===== config.mk =====
export PLATFORM = sky130hd
export DESIGN_NAME = pcileech_sysctl_flat
export DESIGN_NICKNAME = d
export VERILOG_FILES = /design/src/rtl/pcileech_sysctl_pkg.sv /design/src/rtl/pcileech_sysctl_if.sv /design/src/rtl/pcileech_sysctl_debounce.sv /design/src/rtl/pcileech_sysctl.sv /design/src/flat_wrapper.sv
export SDC_FILE = /design/constraint.sdc
export NUM_CORES = 1
export LEC_CHECK = 0
export CORE_UTILIZATION = 41
export CTS_BUF_LIST = sky130_fd_sc_hd__clkbuf_2 sky130_fd_sc_hd__clkbuf_4 sky130_fd_sc_hd__clkbuf_8
export DETAILED_ROUTE_END_ITERATION = 16
export PLACE_DENSITY_LB_ADDON = 0.08
export SLEW_MARGIN = 10
export SYNTH_ARGS = -nofsm -noshare
export SYNTH_HDL_FRONTEND = slang
export SYNTH_SLANG_ARGS = --single-unit

===== constraint.sdc =====
create_clock -name clk -period 8.82 [get_ports clk]
set_input_delay 2.646 -clock clk [delete_from_list [all_inputs] [get_ports clk]]
set_output_delay 2.646 -clock clk [all_outputs]
set_load 0.03 [all_outputs]

===== src/rtl/pcileech_sysctl_pkg.sv =====
// Shared types for the Enigma X1 system control sequencer.
// Holds the sequencer state encoding and a small elaboration-time helper.
package pcileech_sysctl_pkg;

    typedef enum logic [1:0] {
        S_POR      = 2'd0,
        S_RUN      = 2'd1,
        S_HOLD     = 2'd2,
        S_RELOADED = 2'd3
    } sysctl_state_t;

    function automatic int unsigned max_u(input int unsigned a, input int unsigned b);
        return (a > b) ? a : b;
    endfunction

endpackage


===== src/rtl/pcileech_sysctl_if.sv =====
// Button inputs and reset/LED outputs of the system control sequencer.
// The master side is the sequencer itself; the slave side is the board and its consumers.
interface pcileech_sysctl_if;
    logic        user_sw1_n;
    logic        user_sw2_n;
    logic        rst_sys;
    logic        ft601_rst_n;
    logic        rst_cfg_reload;
    logic        led_invert;
    logic [63:0] uptime;

    modport master (
        input  user_sw1_n,
        input  user_sw2_n,
        output rst_sys,
        output ft601_rst_n,
        output rst_cfg_reload,
        output led_invert,
        output uptime
    );

    modport slave (
        output user_sw1_n,
        output user_sw2_n,
        input  rst_sys,
        input  ft601_rst_n,
        input  rst_cfg_reload,
        input  led_invert,
        input  uptime
    );
endinterface


===== src/rtl/pcileech_sysctl_debounce.sv =====
// Two-flop synchronizer plus stability-counter debouncer for one active-low button.
// db is active high (pressed) and only follows the synchronized level after it has been stable long enough.
module pcileech_debounce #(
    parameter int unsigned PARAM_DEBOUNCE_CYCLES = 1000000
) (
    input  logic clk,
    input  logic rst,
    input  logic btn_n,
    output logic db
);
    localparam int unsigned CW = (PARAM_DEBOUNCE_CYCLES > 1) ? $clog2(PARAM_DEBOUNCE_CYCLES) : 1;
    localparam logic [CW-1:0] CNT_LAST = CW'(PARAM_DEBOUNCE_CYCLES - 1);

    logic          sync_p0;
    logic          sync_p1;
    logic [CW-1:0] cnt;

    always_ff @(posedge clk or posedge rst) begin
        if (rst) begin
            sync_p0 <= 1'b0;
            sync_p1 <= 1'b0;
            cnt     <= '0;
            db      <= 1'b0;
        end else begin
            // stage p0/p1: metastability guard on the inverted (pressed = 1) level
            sync_p0 <= ~btn_n;
            sync_p1 <= sync_p0;
            // any return to the accepted level restarts the stability window
            if (sync_p1 == db) begin
                cnt <= '0;
            end else if (cnt == CNT_LAST) begin
                db  <= sync_p1;
                cnt <= '0;
            end else begin
                cnt <= cnt + 1'b1;
            end
        end
    end
endmodule


===== src/rtl/pcileech_sysctl.sv =====
// System control sequencer: POR and button-driven system reset, FT601 reset,
// long-press configuration reload request and the power-on LED blink mask.
module pcileech_sysctl
    import pcileech_sysctl_pkg::*;
#(
    parameter int unsigned PARAM_RST_CYCLES       = 64,
    parameter int unsigned PARAM_DEBOUNCE_CYCLES  = 1000000,
    parameter int unsigned PARAM_RELOAD_CYCLES    = 500000000,
    parameter int unsigned PARAM_BLINK_BIT        = 24,
    parameter int unsigned PARAM_BLINK_WINDOW_BIT = 27
) (
    input  logic              clk,
    input  logic              rst,
    pcileech_sysctl_if.master sys
);
    localparam int unsigned CNT_MAX = max_u(PARAM_RST_CYCLES, PARAM_RELOAD_CYCLES);
    localparam int unsigned CNT_W   = (CNT_MAX > 1) ? $clog2(CNT_MAX) : 1;
    localparam logic [CNT_W-1:0] RST_LAST    = CNT_W'(PARAM_RST_CYCLES - 1);
    localparam logic [CNT_W-1:0] RELOAD_LAST = CNT_W'(PARAM_RELOAD_CYCLES - 1);

    sysctl_state_t    state;
    logic [CNT_W-1:0] cnt;
    logic             sw1_db;
    logic             sw2_db;
    logic             blink;

    pcileech_debounce #(.PARAM_DEBOUNCE_CYCLES(PARAM_DEBOUNCE_CYCLES)) u_sw1 (
        .clk   (clk),
        .rst   (rst),
        .btn_n (sys.user_sw1_n),
        .db    (sw1_db)
    );

    pcileech_debounce #(.PARAM_DEBOUNCE_CYCLES(PARAM_DEBOUNCE_CYCLES)) u_sw2 (
        .clk   (clk),
        .rst   (rst),
        .btn_n (sys.user_sw2_n),
        .db    (sw2_db)
    );

    // blink only inside the early-uptime window, so the LED settles once the system has been up a while
    assign blink = sys.uptime[PARAM_BLINK_BIT] & ~(|sys.uptime[63:PARAM_BLINK_WINDOW_BIT]);

    assign sys.ft601_rst_n = ~sys.rst_sys;

    always_ff @(posedge clk or posedge rst) begin
        if (rst) begin
            state              <= S_POR;
            cnt                <= '0;
            sys.rst_sys        <= 1'b1;
            sys.rst_cfg_reload <= 1'b0;
            sys.led_invert     <= 1'b0;
            sys.uptime         <= '0;
        end else begin
            sys.rst_cfg_reload <= 1'b0;
            sys.led_invert     <= sw1_db ^ blink;
            case (state)
                S_POR: begin
                    sys.rst_sys <= 1'b1;
                    sys.uptime  <= '0;
                    if (sw2_db) begin
                        state <= S_HOLD;
                        cnt   <= '0;
                    end else if (cnt == RST_LAST) begin
                        state       <= S_RUN;
                        cnt         <= '0;
                        sys.rst_sys <= 1'b0;
                    end else begin
                        cnt <= cnt + 1'b1;
                    end
                end
                S_RUN: begin
                    if (sw2_db) begin
                        state       <= S_HOLD;
                        cnt         <= '0;
                        sys.rst_sys <= 1'b1;
                        sys.uptime  <= '0;
                    end else begin
                        sys.rst_sys <= 1'b0;
                        sys.uptime  <= sys.uptime + 64'd1;
                    end
                end
                S_HOLD: begin
                    sys.rst_sys <= 1'b1;
                    sys.uptime  <= '0;
                    // a release always wins over the reload threshold
                    if (!sw2_db) begin
                        state <= S_POR;
                        cnt   <= '0;
                    end else if (cnt == RELOAD_LAST) begin
                        state              <= S_RELOADED;
                        cnt                <= '0;
                        sys.rst_cfg_reload <= 1'b1;
                    end else begin
                        cnt <= cnt + 1'b1;
                    end
                end
                S_RELOADED: begin
                    sys.rst_sys <= 1'b1;
                    sys.uptime  <= '0;
                    if (!sw2_db) begin
                        state <= S_POR;
                        cnt   <= '0;
                    end
                end
                default: begin
                    state <= S_POR;
                    cnt   <= '0;
                end
            endcase
        end
    end
endmodule


===== src/flat_wrapper.sv =====
// flat-port wrapper written by rule: the top's interface ports become plain ports
module pcileech_sysctl_flat import pcileech_sysctl_pkg::*;
#(
    parameter int unsigned PARAM_RST_CYCLES       = 64,
    parameter int unsigned PARAM_DEBOUNCE_CYCLES  = 1000000,
    parameter int unsigned PARAM_RELOAD_CYCLES    = 500000000,
    parameter int unsigned PARAM_BLINK_BIT        = 24,
    parameter int unsigned PARAM_BLINK_WINDOW_BIT = 27
)
  (clk, rst, sys_user_sw1_n, sys_user_sw2_n, sys_rst_sys, sys_ft601_rst_n, sys_rst_cfg_reload, sys_led_invert, sys_uptime);
  pcileech_sysctl_if sys_i ();
  input  logic clk;
  input  logic rst;
  input wire logic [$bits(sys_i.user_sw1_n)-1:0] sys_user_sw1_n;
  input wire logic [$bits(sys_i.user_sw2_n)-1:0] sys_user_sw2_n;
  output wire logic [$bits(sys_i.rst_sys)-1:0] sys_rst_sys;
  output wire logic [$bits(sys_i.ft601_rst_n)-1:0] sys_ft601_rst_n;
  output wire logic [$bits(sys_i.rst_cfg_reload)-1:0] sys_rst_cfg_reload;
  output wire logic [$bits(sys_i.led_invert)-1:0] sys_led_invert;
  output wire logic [$bits(sys_i.uptime)-1:0] sys_uptime;
  assign sys_i.user_sw1_n = sys_user_sw1_n;
  assign sys_i.user_sw2_n = sys_user_sw2_n;
  assign sys_rst_sys = sys_i.rst_sys;
  assign sys_ft601_rst_n = sys_i.ft601_rst_n;
  assign sys_rst_cfg_reload = sys_i.rst_cfg_reload;
  assign sys_led_invert = sys_i.led_invert;
  assign sys_uptime = sys_i.uptime;
  pcileech_sysctl #(.PARAM_RST_CYCLES(PARAM_RST_CYCLES), .PARAM_DEBOUNCE_CYCLES(PARAM_DEBOUNCE_CYCLES), .PARAM_RELOAD_CYCLES(PARAM_RELOAD_CYCLES), .PARAM_BLINK_BIT(PARAM_BLINK_BIT), .PARAM_BLINK_WINDOW_BIT(PARAM_BLINK_WINDOW_BIT)) u_core (.clk(clk), .rst(rst), .sys(sys_i));
endmodule

== Word level (Yosys, flattened, before mapping) ==
Index checks and enable logic that the tools add are counted.

* Multiplexer cells: 27
* Reductions and logical operators: 8
* Magnitude comparators: 0
* Eq/ne operators: 13
* Div/mod/pow operators: 0
* Shifts and indexed selects: 0
* Add/subtract/negate cells: 4
* Bitwise logic cells: 8
* Multiply operators: 0

{| class="wikitable"
|+ Operators by type and width
! operator !! count
|-
| two-way mux 29 bit || 6
|-
| one-hot mux 64 bit (2 select lines) || 1
|-
| one-hot mux 29 bit (4 select lines) || 1
|-
| two-way mux 20 bit || 4
|-
| adder 64 x 1 -> 64 bit (second input constant) || 1
|-
| two-way mux 64 bit || 1
|-
| adder 20 x 1 -> 20 bit (second input constant) || 2
|-
| equality test 20 bit (second input constant) || 2
|-
| OR reduction 37 bit || 1
|-
| adder 29 x 1 -> 29 bit (second input constant) || 1
|-
| equality test 29 bit (second input constant) || 1
|-
| equality test 29 x 6 -> 1 bit (second input constant) || 1
|-
| two-way mux 2 bit || 6
|-
| one-hot mux 2 bit (4 select lines) || 1
|-
| two-way mux 1 bit || 6
|-
| != test 3 x 2 -> 1 bit (second input constant) || 2
|-
| inverter 1 bit || 6
|-
| AND reduction 2 bit || 3
|-
| equality test 2 bit (second input constant) || 2
|-
| != test 2 bit (second input constant) || 2
|-
| AND reduction 4 bit || 1
|-
| one-hot mux 1 bit (3 select lines) || 1
|-
| OR reduction 3 bit || 1
|-
| equality test 1 bit || 2
|-
| 5 further kinds || 5
|}

* Memories: 0
* Bits in read-only memories: 0
* Latch bits: 0
* Bits in writable memories: 0
* Output and inout port bits: 68
* Register bits: 144
* Input port bits: 4

== Logic depth before layout (Yosys ltp) ==
Gate-level depths: netlist (run 1).

* Word-level depth: 4
* Mapped depth: 8

== Hierarchy ==
A second synthesis (run 1) with hierarchy kept.

* Cells, all modules: 781
* Area total of the unflattened synthesis: 7455.9 µm²

{| class="wikitable"
|+ By module, submodules not included
! module !! times used !! area an instance (µm²) !! cells an instance
|-
| pcileech_sysctl || 1 || 5148.7 || 563
|-
| pcileech_debounce || 2 || 1153.6 || 109
|}

== Worst setup path after synthesis (run 1) ==
OpenSTA, ideal clock, no wires.

* Path type: register to output
* From: register u_core.sys.rst_sys
* To: output sys_ft601_rst_n
* Data arrival time: 0.770 ns
* Stages on the path, launching flop included: 2
* Path slack: 5.404 ns
* Buffers on the path: 0
* Cells stage by stage: dfstp_2 -> inv_1

* Word-level cells in the longest chain between the ends: 1

{| class="wikitable"
|+ RTL lines
! element !! line !! RTL
|-
| from (decl) || pcileech_sysctl_if.sv:15 || <nowiki>output rst_sys,</nowiki>
|-
| from (signal assigned) || pcileech_sysctl.sv:50 || <nowiki>sys.rst_sys <= 1'b1;</nowiki>
|-
| from (signal assigned) || pcileech_sysctl.sv:59 || <nowiki>sys.rst_sys <= 1'b1;</nowiki>
|-
| from (signal assigned) || pcileech_sysctl.sv:67 || <nowiki>sys.rst_sys <= 1'b0;</nowiki>
|-
| inverter 1 bit || pcileech_sysctl.sv:44 || <nowiki>assign sys.ft601_rst_n = ~sys.rst_sys;</nowiki>
|-
| to (decl) || flat_wrapper.sv:17 || <nowiki>output wire logic [$bits(sys_i.ft601_rst_n)-1:0] sys_ft601_rst_n;</nowiki>
|}

No other way between the ends.

== Worst setup path after layout (run 1) ==
* From: register u_core.sys.uptime[6]
* To: output sys_uptime[6]

{| class="wikitable"
|+ RTL lines
! element !! line !! RTL
|-
| from (decl) || pcileech_sysctl_if.sv:19 || <nowiki>output uptime</nowiki>
|-
| from (signal assigned) || pcileech_sysctl.sv:80 || <nowiki>sys.uptime <= sys.uptime + 64'd1;</nowiki>
|-
| to (decl) || flat_wrapper.sv:20 || <nowiki>output wire logic [$bits(sys_i.uptime)-1:0] sys_uptime;</nowiki>
|}

No word-level cell between the ends.

==> flow_summary_export.csv, run 1 <==
group,metric,value,unit
min_path,min_from,"u_core.u_sw1.sync_p0",
route,avgRoutedWirePerCell,15.8,µm
timing,fmax,0.231,GHz
floorplan,rows,48,
cts,cts_buffers,17,
placement,gp_congestion,0.828,
pwr,power_frac_seq,0.503,
timing,finalWorstSetupSlack,4.50,ns
route,drt_iter0_markers,401,
cts,cts.reportedPaths.clkPinSlew,0.08,ns
worst_setup_path,critPathMaxFanout,7,
cts,clock-sinks,144,
synth,synth_fp_nets,781,
worst_setup_path,crit_chain,"clkdlybuf4s50_1",
route,wl,17.1,mm
worst_setup_path,crit_arrival,1.67,ns
floorplan,die_w,135,µm
pwr,p_per_area,153,nW/µm²
floorplan,pin_count,72,
cells_and_area,fin_util,0.501,
cells_and_area,nets,847,
cts,holdBufCountCts,0,
worst_setup_path,rr_endpoint,"u_core.sys.uptime[59]",
run,drv_cap,0,
cts,insertion_delay,0.45,ns
floorplan,die_y,135,µm
timing,fin_crit,4.32,ns
pwr,vdd_ir_drop_max,91.2,µV
synth,synth_cell_types,37,
min_path,hold_end,"u_core.u_sw1.sync_p1",
route,num_vias,5915,
worst_setup_path,end_kind,"primary output",
cts,cts_tree,"done",
timing,period_share,0.490,
route,vias_per_cell,5.49,
pwr,power.switching,0.270,mW
route,first_pass_iters,4,
timing,slew_violations,0,
cts,cts_resized,0,
synth,ys_seq_area_frac,0.498,
synth,yosysWarnings,0,
timing,rsz0062_at_grt,"no",
cells_and_area,fin_cells,1077,
synth,synth_top_area_share,0.494,
run_status,outcome,"finished clean",
floorplan,dieArea,18200,µm²
timing,fin_worst_skew,0.0130,ns
pwr,combPwrFrac,0.017,
worst_setup_path,cp_top_family,"buffers and inverters",
floorplan,initial_utilization,0.420,
pwr,p_leak,3.30,nW
pwr,p_clk_frac,0.480,
grt,antenna_found_initial,0,
grt,grt-ovfl-total,0,
worst_setup_path,rr_startpoint,"u_core.sys.uptime[5]",
cells_and_area,drive_gt1_frac,0.0540,
timing,tns,0,ns
timing,hold_slack,0.353,ns
worst_setup_path,crit_path_start_kind,"flip-flop",
timing,finalHoldViolations,0,
cts,root_buffer,"clkbuf_8",
placement,dp_cells,1045,
floorplan,core,17200,µm²
placement,post-place-ws,4.27,ns
route,drc,0,
synth,synth_area_leaders,"dfrtp_1, xnor2_1, nor2_1",
pwr,swShare,0.204,
cells_and_area,syn_to_final_growth,19.4,%
grt,grt_pass1_wl,28.4,mm
synth,syn_area,7240,µm²
grt,grt_pass1_vias,5637,
synth,syn_avg_cell_area,9.36,µm²
route,ant_nets,0,
worst_setup_path,rr_worst_depth,5,
timing,worstMarginPinSlew,1.13,ns
timing,slew_headroom,0.243,
placement,place.port_buffers,71,
min_path,hold_class,"reg -> reg",
grt,track_usage,0.198,
pwr,p_total,1.32,mW
worst_setup_path,cp_slowest_cell,"clkdlybuf4s50_1",
worst_setup_path,rrSetupSlack,5.95,ns
cells_and_area,fin_area,8640,µm²
timing,setup_viol,0,
placement,hpwl,11.6,mm
grt,grt_max_degree,90,
pwr,intPower,1.05,mW
worst_setup_path,cpPeakStageDelay,0.77,ns
placement,place_area,8160,µm²
min_path,holdPathStages,0,
cts,h-tree-depth,4,
cells_and_area,diodes,0,
synth,syn_inst,773,
cts,cts_setup_buffers,0,
worst_setup_path,crit_buf_inv,1,
synth,yosys.area.top_type,"dfrtp_1",
cts,cts_buffer_depth,2,
synth,ys_seq_elements,144,
worst_setup_path,cp_data_required_time,6.17,ns
worst_setup_path,crit_type,"reg -> out",
[worst max-delay path by stage]
stage                     cells past startpoint            startpoint               endpoint
final                                         1  u_core.sys.uptime[6]          sys_uptime[6]
after global placement                        3                   rst  u_core.sys.uptime[20]
after CTS                                     1  u_core.sys.uptime[5]          sys_uptime[5]
after global routing                          1  u_core.sys.uptime[5]          sys_uptime[5]
after floorplan                               1                   rst          u_core.cnt[0]
after detailed placement                      3                   rst  u_core.sys.uptime[20]
[power by group through the flow]
stage | clock network (mW) | registers, mW | logic [mW]
6_report | 0.635 | 0.665 | 0.0221
5_1_grt | 0.677 | 0.666 | 0.0263
4_1_cts | 0.653 | 0.665 | 0.0234
3_5_place_dp | 0 | 0.678 | 0.0233
3_3_place_gp | 0 | 0.678 | 0.0227
2_1_floorplan | 0 | 0.678 | 0.0162
[flip-flops by register name, summed over array words and instances (netlist names), 2 cells and up]
signal,count
u_core.sys.uptime,64
u_core.cnt,29
u_core.u_sw1.cnt,20
u_core.u_sw2.cnt,20
u_core.state,2
[layout by cell type (no fill, tap or decap), types with 16 or more instances in the layout]
master | Yosys | layout
dfrtp_1 | 143 | 143
nor2_1 | 116 | 116
clkdlybuf4s50_1 | 0 | 71
nand3_1 | 51 | 51
xnor2_1 | 50 | 50
nand2_1 | 48 | 47
xor2_1 | 44 | 44
nand4_1 | 41 | 41
a21oi_1 | 38 | 38
o21ai_0 | 27 | 27
nor4_1 | 26 | 26
or3_1 | 25 | 25
clkbuf_8 | 0 | 19
or4_1 | 18 | 18
and3_1 | 18 | 18
nor3_1 | 17 | 17
inv_1 | 17 | 16
[cell families after synthesis]
group           after synthesis  synth area share
fa+ha+maj                     4           0.00692
flops                       144             0.498
xor+xnor                     94             0.114
mux                           3           0.00449
simple gates                398             0.287
buf+inv                      44            0.0230
compound gates               86            0.0667
[cell type report]
class	instances	area, µm²
Clock buffer	21	277
Clock inverter	11	209
Fill cell	1596	8590
Inverter	17	68.8
Multi-Input combinational cell	585	3470
Sequential cell	144	3600
Tap cell	225	282
Timing Repair Buffer	74	733
[cell usage after synthesis]
library cell,instances
buf_2,1
nor4_1,26
mux2i_1,1
xor2_1,44
and3_1,18
inv_1,17
nand3_1,51
nand4_1,41
o21a_1,2
o21ai_0,27
xnor2_1,50
and2_1,4
ha_1,4
nor3_1,17
or4b_1,1
nor3b_1,2
dfrtp_1,143
o31ai_1,14
or4_1,18
nor4bb_1,1
nand2b_1,1
nand2_1,48
nor2_1,116
dfstp_2,1
or2_2,6
or3_1,25
buf_1,2
a211oi_1,3
o211ai_1,2
nor4b_1,5
and4_1,14
nand3b_1,2
a21oi_1,38
mux2_2,2
nor2b_1,1
and2_0,1
clkbuf_1,24
[layer usage]
| metal | global-route usage | wire length (µm) |
|---|---|---|
| met1 | 0.266 | 8010 |
| met2 | 0.316 | 8080 |
| met3 | 0.0526 | 813 |
| met4 | 0.0531 | 164 |
| met5 | 0 | 0 |
Power figures use the tool's default switching activity.
==> inputs of run 2 (changes only) <==
==> constraint.sdc (replaced) <==
create_clock -name clk -period 4.2 [get_ports clk]
set_input_delay 1.26 -clock clk [delete_from_list [all_inputs] [get_ports clk]]
set_output_delay 1.26 -clock clk [all_outputs]
set_load 0.03 [all_outputs]
==> flow_summary_export.csv, run 2 (synthesis results as in run 1) <==
group,metric,value,unit
floorplan,rows,48,
cells_and_area,multi_input_area,3470,µm²
cells_and_area,syn_to_final_growth,18.3,%
route,avgRoutedWirePerCell,15.7,µm
grt,grt_max_degree,74,
worst_setup_path,crit_path_start_kind,"flip-flop",
cells_and_area,largest_register_ff_count,64,
worst_setup_path,rrSetupSlack,1.41,ns
floorplan,dieArea,18200,µm²
grt,grt-ovfl-total,0,
run_status,outcome,"finished clean",
route,vias_per_cell,5.52,
timing,finalHoldViolations,0,
worst_setup_path,rr_endpoint,"u_core.sys.uptime[59]",
route,highest_layer,"met4",
route,met3WireLength,883,µm
worst_setup_path,cp_data_required_time,2.94,ns
timing,tns,0,ns
grt,antenna_found_initial,0,
timing,rsz0062_at_grt,"no",
timing,hold_slack,0.351,ns
timing,period_share,0.708,
grt,track_usage,0.198,
pwr,p_leak,3.25,nW
floorplan,die_y,135,µm
cts,cts.reportedPaths.clkPinSlew,0.08,ns
cells_and_area,final_common_cell,"dfrtp_1",
cts,insertion_delay,0.45,ns
placement,dp_cells,1045,
timing,fin_crit,2.97,ns
timing,setup_viol,0,
timing,slew_violations,0,
run,drv_cap,0,
grt,grt_pass1_wl,28.3,mm
worst_setup_path,critPathMaxFanout,8,
cells_and_area,regArea,3600,µm²
timing,slew_headroom,0.217,
cts,cts_resized,0,
worst_setup_path,crit_arrival,1.71,ns
route,ant_nets,0,
cells_and_area,layout_common_cells,"dfrtp_1, nor2_1, clkdlybuf4s50_1",
route,num_vias,5941,
min_path,holdPathStages,0,
floorplan,core,17200,µm²
worst_setup_path,crit_type,"reg -> out",
cells_and_area,top_regs,"u_core.sys.uptime: 64 flops, u_core.cnt: 29 flops",
worst_setup_path,rr_startpoint,"u_core.sys.uptime[5]",
floorplan,pin_count,72,
timing,fin_worst_skew,0.00917,ns
timing,worstMarginPinSlew,1.16,ns
worst_setup_path,crit_chain,"clkdlybuf4s50_1",
route,first_pass_iters,4,
pwr,vdd_ir_drop_max,185,µV
cells_and_area,diodes,0,
cts,h-tree-depth,4,
route,wl,16.9,mm
cells_and_area,fin_cells,1077,
worst_setup_path,crit_buf_inv,1,
cts,cts_buffer_depth,2,
placement,gp_congestion,0.868,
route,drt_iter0_markers,269,
route,drc,0,
worst_setup_path,rr_worst_depth,5,
cells_and_area,nets,847,
floorplan,initial_utilization,0.420,
min_path,hold_end,"u_core.u_sw2.sync_p1",
worst_setup_path,cpPeakStageDelay,0.79,ns
cts,clock-sinks,144,
placement,hpwl,11.6,mm
min_path,min_from,"u_core.u_sw2.sync_p0",
cts,cts_setup_buffers,0,
cts,cts_buffers,17,
route,met1_length,7.81,mm
cts,holdBufCountCts,0,
floorplan,die_w,135,µm
worst_setup_path,cp_top_family,"buffers and inverters",
grt,grt_pass1_vias,5602,
worst_setup_path,cp_slowest_cell,"clkdlybuf4s50_1",
pwr,p_per_area,294,nW/µm²
min_path,hold_class,"reg -> reg",
cells_and_area,regMostFlops,"u_core.sys.uptime",
route,wl_met2,8.04,mm
timing,fmax,0.337,GHz
worst_setup_path,end_kind,"primary output",
placement,place.port_buffers,71,
cells_and_area,drive_gt1_frac,0.0540,
cts,root_buffer,"clkbuf_8",
cells_and_area,fill_cells,1607,
cts,cts_tree,"done",
-- run 2: cell count changes in the layout (fill, tap and decap cells not counted), sizes merged --
cell | before | now
bufinv | 6 | 1
clkinv | 5 | 8
clkinvlp | 0 | 2
clkbuf | 21 | 22
inv | 17 | 16
-- run 2: stage by stage --
step	area (µm²)	util	worst slack, ns	power (mW)
global placement	8180	0.475	1.49	1.48
global route	8560	0.497	1.17	2.62
floorplan	7240	-	1.14	1.46
CTS	8560	0.497	1.22	2.55
finish	8560	0.497	1.23	2.52
detailed placement	8180	0.475	1.42	1.48
-- run 2: power breakdown --
part / total, mW / switching (mW) / internal, mW
Clock: 1.07 / 0.535 / 0.533
Combinational: 0.0498 / 0.0379 / 0.0119
Sequential: 1.40 / 0.00575 / 1.39
-- run 2: worst max path at each step --
stage | startpoint | endpoint | slack, ns | cells after the start
after floorplan | rst | u_core.cnt[0] | 1.14 | 1
after global placement | u_core.sys.uptime[2] | u_core.sys.uptime[59] | 1.49 | 5
after detailed placement | u_core.sys.uptime[5] | u_core.sys.uptime[59] | 1.42 | 5
after CTS | u_core.sys.uptime[5] | sys_uptime[5] | 1.22 | 1
after global routing | u_core.sys.uptime[5] | sys_uptime[5] | 1.17 | 1
final | u_core.sys.uptime[5] | sys_uptime[5] | 1.23 | 1
-- run 2: layout make-up --
cell class / instances / share of cell area
Sequential cell: 144 / 0.421
Multi-Input combinational cell: 585 / 0.405
Clock inverter: 10 / 0.00994
Inverter: 17 / 0.00789
Timing Repair Buffer: 74 / 0.0886
Tap cell: 225 / 0.0329
Clock buffer: 22 / 0.0346
-- run 2: metal layers --
| metal | up-vias | GRT usage |
|---|---|---|
| met3 | 18 | 0.0604 |
| met5 | - | 0 |
| met2 | 103 | 0.315 |
| li1 | 2892 | - |
| met1 | 2928 | 0.257 |
| met4 | 0 | 0.0618 |
